`src/rtl/regfile_wb_arbiter.sv`:
```
// Write-port controller for the 32x32 RegFile: post-reset clear, then round-robin ALU/MEM writeback arbitration.
// Latency 1 cycle handshake->write; requesters stall via ready. Define REGARB_FIXED_PRIO_EN for fixed MEM priority.
module regfile_wb_arbiter #(
    parameter int NREGS          = 32,
    parameter int AW             = 5,
    parameter int DW             = 32,
    parameter bit CLEAR_ON_RESET = 1'b1
) (
    input  logic          clk,
    input  logic          reset,
    input  logic          alu_valid,
    output logic          alu_ready,
    input  logic [AW-1:0] alu_rw,
    input  logic [DW-1:0] alu_data,
    input  logic          mem_valid,
    output logic          mem_ready,
    input  logic [AW-1:0] mem_rw,
    input  logic [DW-1:0] mem_data,
    output logic          regwr,
    output logic [AW-1:0] rw,
    output logic [DW-1:0] busw,
    output logic          busy,
    output logic          last_grant
);

    typedef enum logic {ST_CLEAR, ST_RUN} state_t;

    localparam logic [AW:0] LP_NREGS = (AW+1)'(NREGS);

    state_t        r_state;
    state_t        w_state_nxt;
    logic [AW:0]   r_cnt;
    logic          w_alu_gnt;
    logic          w_mem_gnt;
    logic [AW-1:0] w_rw_sel;
    logic [DW-1:0] w_dat_sel;

    always_ff @(posedge clk) begin
        if (reset) r_state <= CLEAR_ON_RESET ? ST_CLEAR : ST_RUN;
        else       r_state <= w_state_nxt;
    end

    always_comb begin
        w_state_nxt = r_state;
        w_alu_gnt   = 1'b0;
        w_mem_gnt   = 1'b0;
        case (r_state)
            ST_CLEAR: begin
                if (r_cnt == LP_NREGS) w_state_nxt = ST_RUN;
            end
            ST_RUN: begin
`ifdef REGARB_FIXED_PRIO_EN
                w_mem_gnt = mem_valid;
                w_alu_gnt = alu_valid && !mem_valid;
`else
                // On contention the requester not served last time wins
                if (alu_valid && mem_valid) begin
                    w_alu_gnt = last_grant;
                    w_mem_gnt = !last_grant;
                end else begin
                    w_alu_gnt = alu_valid;
                    w_mem_gnt = mem_valid;
                end
`endif
            end
            default: w_state_nxt = ST_RUN;
        endcase
        // A handshake in a reset cycle would be dropped, so never advertise it
        if (reset) begin
            w_alu_gnt = 1'b0;
            w_mem_gnt = 1'b0;
        end
    end

    assign alu_ready = w_alu_gnt;
    assign mem_ready = w_mem_gnt;
    assign w_rw_sel  = w_mem_gnt ? mem_rw   : alu_rw;
    assign w_dat_sel = w_mem_gnt ? mem_data : alu_data;

    always_ff @(posedge clk) begin
        if (reset) begin
            regwr      <= 1'b0;
            rw         <= '0;
            busw       <= '0;
            busy       <= CLEAR_ON_RESET;
            last_grant <= 1'b1;
            r_cnt      <= '0;
        end else begin
            case (r_state)
                ST_CLEAR: begin
                    if (r_cnt < LP_NREGS) begin
                        regwr <= 1'b1;
                        rw    <= r_cnt[AW-1:0];
                        busw  <= '0;
                        r_cnt <= r_cnt + 1'b1;
                    end else begin
                        regwr <= 1'b0;
                        busy  <= 1'b0;
                    end
                end
                default: begin
                    if (w_alu_gnt || w_mem_gnt) begin
                        // $0 is hardwired zero: accept the write but suppress the strobe
                        regwr      <= (w_rw_sel != '0);
                        rw         <= w_rw_sel;
                        busw       <= w_dat_sel;
                        last_grant <= w_mem_gnt;
                    end else begin
                        regwr <= 1'b0;
                    end
                end
            endcase
        end
    end

endmodule

```
`config.mk`:
```
export PLATFORM = sky130hd
export DESIGN_NAME = regfile_wb_arbiter
export DESIGN_NICKNAME = d
export VERILOG_FILES = /design/src/rtl/regfile_wb_arbiter.sv
export SDC_FILE = /design/constraint.sdc
export NUM_CORES = 1
export LEC_CHECK = 0
export CAP_MARGIN = 10
export CELL_PAD_IN_SITES_DETAIL_PLACEMENT = 0
export CELL_PAD_IN_SITES_GLOBAL_PLACEMENT = 2
export CORE_ASPECT_RATIO = 1.1
export CORE_UTILIZATION = 18
export CTS_CLUSTER_DIAMETER = 30
export DETAILED_ROUTE_END_ITERATION = 8
export PLACE_DENSITY_LB_ADDON = 0.25
export SLEW_MARGIN = 20
export SYNTH_ARGS = -nofsm -noshare
export SYNTH_HDL_FRONTEND = slang
export SYNTH_SLANG_ARGS = --single-unit
```
`constraint.sdc`:
```
create_clock -name clk -period 1.3 [get_ports clk]
set_clock_uncertainty 0.2 [all_clocks]
set_input_delay 0.26 -clock clk [delete_from_list [all_inputs] [get_ports clk]]
set_output_delay 0.26 -clock clk [all_outputs]
set_load 0.01 [all_outputs]
```
==> impl_metrics.py <==
metrics = {
    "grt": {
        "use_met1_pct": 14.9,
        "globalRoute.totalOverflow": 0,
        "grt_usage_pct": 11.7,
        "wire_length_of_the_first_global_routing_pass_microns": 10900,
        "gr-max-usage-layer": "met2",
        "grt_pass1_vias": 2124,
        "grt_use_met2_pct": 19.3,
        "pin_count_of_the_biggest_net_entering_global_routing": 21,
        "grt_antenna_before_repair": 0,
        "grt_util_met3_pct": 3.14,
    },
    "clock_tree": {
        "cts_inserted_buffers": 5,
        "cts.sinks": 47,
        "htreeDepth": 2,
        "cts_tree": "built",
        "cts.path.max_buffers": 2,
        "clkTransAtPathRegs_ns": 0.06,
        "clock_insertion_delay_worst_skew_ns": 0.28,
        "clockRootBuffer": "clkbuf_16",
        "cts_stage_hold_buffer_count": 0,
    },
    "placed_design": {
        "gp_congestion": 0.717,
        "hpwlAfterDp_microns": 5100,
        "port-buffer-count": 119,
    },
    "finish": {
        "fillers": 1133,
        "fraction_of_layout_instances_using_a_drive_strength_above_1_pct": 45.1,
        "diodes": 0,
        "seqCellArea_sq_um": 967,
        "finish.net_count": 466,
        "multi_input_comb_area_sq_um": 1240,
        "synthToLayoutAreaGrowth_pct": 103,
        "final_core_util_pct": 37.9,
    },
    "logic_synthesis": {
        "synthesis_stage_register_bit_count": 47,
        "synth.yosys.warnings": 0,
        "synth_seq_area_share_pct": 45.8,
        "synthesized_netlist_net_count": 303,
        "synthesis.area_sq_um": 2050,
        "synthesis.instances": 223,
        "synth_cell_types": 33,
        "synth_edf_count": 0,
        "yosys_most_used_dff": "dfxtp_1",
        "postSynth.asyncResetShare_pct": 0,
        "synth_area_per_cell_sq_um": 9.21,
    },
    "worst_setup_path": {
        "critical-path-slowest-cell": "dfxtp_2",
        "timing.rr.start": "r_state",
        "regToRegSetupSlack_ns": -0.35,
        "path_buf_inv": 3,
        "path_class": "register to register",
        "cp_data_required_time_ns": 1.27,
        "crit_path_start_kind": "register",
        "timing.critical_path.fanout_max": 8,
        "critical_path.max_stage_delay_ns": 0.33,
        "worstReg2RegEnd": "busw[29]",
        "cp_data_arrival_time_ns": 1.63,
        "timing.reg2reg.worst_path_depth": 7,
        "crit_chain": "buf_6, and2b_2, a22o_4, buf_12, clkbuf_16, nand2_1, o21ai_1",
        "cp-end-kind": "register",
        "cp_top_family": "buffers and inverters",
    },
    "drt": {
        "route.detailed.wl_per_inst_microns": 13.5,
        "drtAntennaViolNets": 0,
        "routed_wirelength_microns": 7220,
        "drt_drc_violations_left": 0,
        "starting_drt_drc_count": 60,
        "via_per_inst": 4.10,
        "drt_pre_antenna_iters": 4,
        "vias": 2187,
    },
    "sta": {
        "setup_total_negative_slack_ns": -13.48,
        "worst_pin_slew_ns": 0.515,
        "period_minus_slack_ns": 1.65,
        "grt_setup_unrepaired": "true",
        "report.final.hold_viol_count": 0,
        "final-max-slew-violation-count": 0,
        "timing.final.crit_share_pct": 127,
        "final.setup.worst_slack_ns": -0.353,
        "setup_violations": 48,
        "maxClockFrequency_ghz": 0.605,
        "timing.slew.headroom_pct": 65.5,
    },
    "power_and_ir_drop": {
        "p_leak_uw": 0.00180,
        "peakVddDrop_mv": 0.496,
        "power_switching_share_pct": 20.4,
        "seq_power_share_pct": 43.5,
        "powerDensity_nw_per_um2": 806,
        "power_report.internal_total_uw": 2680,
        "p_clk_share_pct": 41.8,
        "comb_power_share_pct": 14.6,
        "switching_power_uw": 687,
    },
    "flow_run": {
        "maxCapViolations": 0,
    },
    "die": {
        "initial_standard_cell_utilization_of_the_core_pct": 18.6,
        "fp.dieArea_sq_um": 11800,
        "fp.coreArea_sq_um": 11000,
        "die_h_microns": 114,
        "row_count": 40,
        "die-width_microns": 104,
        "ioPinCount": 120,
    },
    "status": {
        "run_status": "complete, but fails checks",
        "failed_checks": "setup timing",
    },
    "worst_hold_path": {
        "hold_path.startpoint": "alu_rw[2]",
        "min_path_cells": 3,
        "type_of_the_most_critical_hold_path": "input pin to register",
        "worstHoldEndpoint": "rw[2]",
    },
}
[power by group through the flow]
stage / Sequential (uW) / Combinational [uW] / Clock [uW]
CTS: 1460 / 482 / 1470
detailed placement: 1490 / 456 / 0
global route: 1460 / 530 / 1520
finish: 1460 / 492 / 1410
global placement: 1500 / 454 / 0
floorplan: 1500 / 130 / 0
[worst register-to-register path: stages (launching register included)]
cell       delay (ns)
dfxtp_2          0.33
buf_6            0.09
and2b_2          0.23
a22o_4           0.29
buf_12           0.14
clkbuf_16        0.16
nand2_1          0.06
o21ai_1          0.05
[cells in the mapped netlist, drive strengths merged (3+ instances only)]
master	n	area share, %
a21oi	3	0.73
a22oi	13	4.8
buf	9	3.9
clkbuf	4	1.1
dfxtp	47	46
inv	5	0.91
mux2i	29	14
nand2	36	6.6
nor2	10	1.8
nor3	5	1.2
o21ai	41	10
xor2	3	1.3
[layout make-up]
type | count | area share, %
Multi-Input combinational cell | 158 | 29.7
Sequential cell | 47 | 23.2
Inverter | 5 | 0.450
Clock buffer | 6 | 3.09
Clock inverter | 1 | 0.720
Tap cell | 147 | 4.41
Timing Repair Buffer | 169 | 38.4
[kinds of logic after synthesis]
kind of cell | count (synthesis) | synth area share [%]
AO/OA/AOI/OAI | 63 | 18.5
AND/OR/NAND/NOR | 60 | 12.7
flip-flops | 47 | 45.8
multiplexers | 29 | 14.1
buffers and inverters | 18 | 5.91
XOR/XNOR | 4 | 1.71
adder cells (fa/ha/maj) | 2 | 1.22
[cells in the final DEF (no fill, tap or decap), types with 10 or more instances in the layout]
cell type,n
buf_12,10
nand2_2,12
nand2_1,18
dfxtp_2,18
dfxtp_1,28
o21ai_1,32
buf_4,26
buf_6,11
clkdlybuf4s50_1,71
mux2i_1,29
buf_2,39
[per-stage QoR]
step | hold WS, ns | cells | cell area, sq um | total power (uW) | worst slack, ns
6_report | 0.0639 | 533 | 4170 | 3360 | -0.353
2_1_floorplan | 0.232 | 223 | 2080 | 1630 | -0.150
3_5_place_dp | 0.241 | 505 | 3630 | 1950 | -0.921
5_1_grt | 0.0704 | 533 | 4170 | 3510 | -0.404
4_1_cts | 0.0578 | 520 | 3860 | 3420 | -0.328
3_3_place_gp | 0.235 | 505 | 3630 | 1950 | -0.875
[registers in the layout, summed over array words and instances (netlist names)]
signal,flops
regwr,1
last_grant,1
r_cnt,6
busw,32
rw,5
busy,1
r_state,1
[layer usage]
| layer | vias to the layer above | wire length (microns) |
|---|---|---|
| met2 | 74 | 3440 |
| met5 | - | 0 |
| met4 | 0 | 81 |
| met1 | 998 | 3270 |
| met3 | 4 | 429 |
| li1 | 1111 | - |
[repair_timing]
item / in CTS / in global routing
cloned: 1 / 2
pin swaps: 9 / 16
setup buffers: 7 / 11
gates resized for setup: 208 / 68
setup endpoints to repair: 82 / 59
hold endpoints to repair: 0 / 0
[worst max-delay path by stage]
| stage | to | cells past startpoint | start | slack, ns |
|---|---|---|---|---|
| floorplan | regwr | 4 | alu_rw[0] | -0.15 |
| global placement | mem_ready | 4 | mem_valid | -0.87 |
| detailed placement | busw[10] | 6 | mem_valid | -0.92 |
| CTS | alu_ready | 5 | r_state | -0.33 |
| global route | busw[29] | 7 | r_state | -0.40 |
| finish | busw[29] | 7 | r_state | -0.35 |
Power figures use the tool's default switching activity.
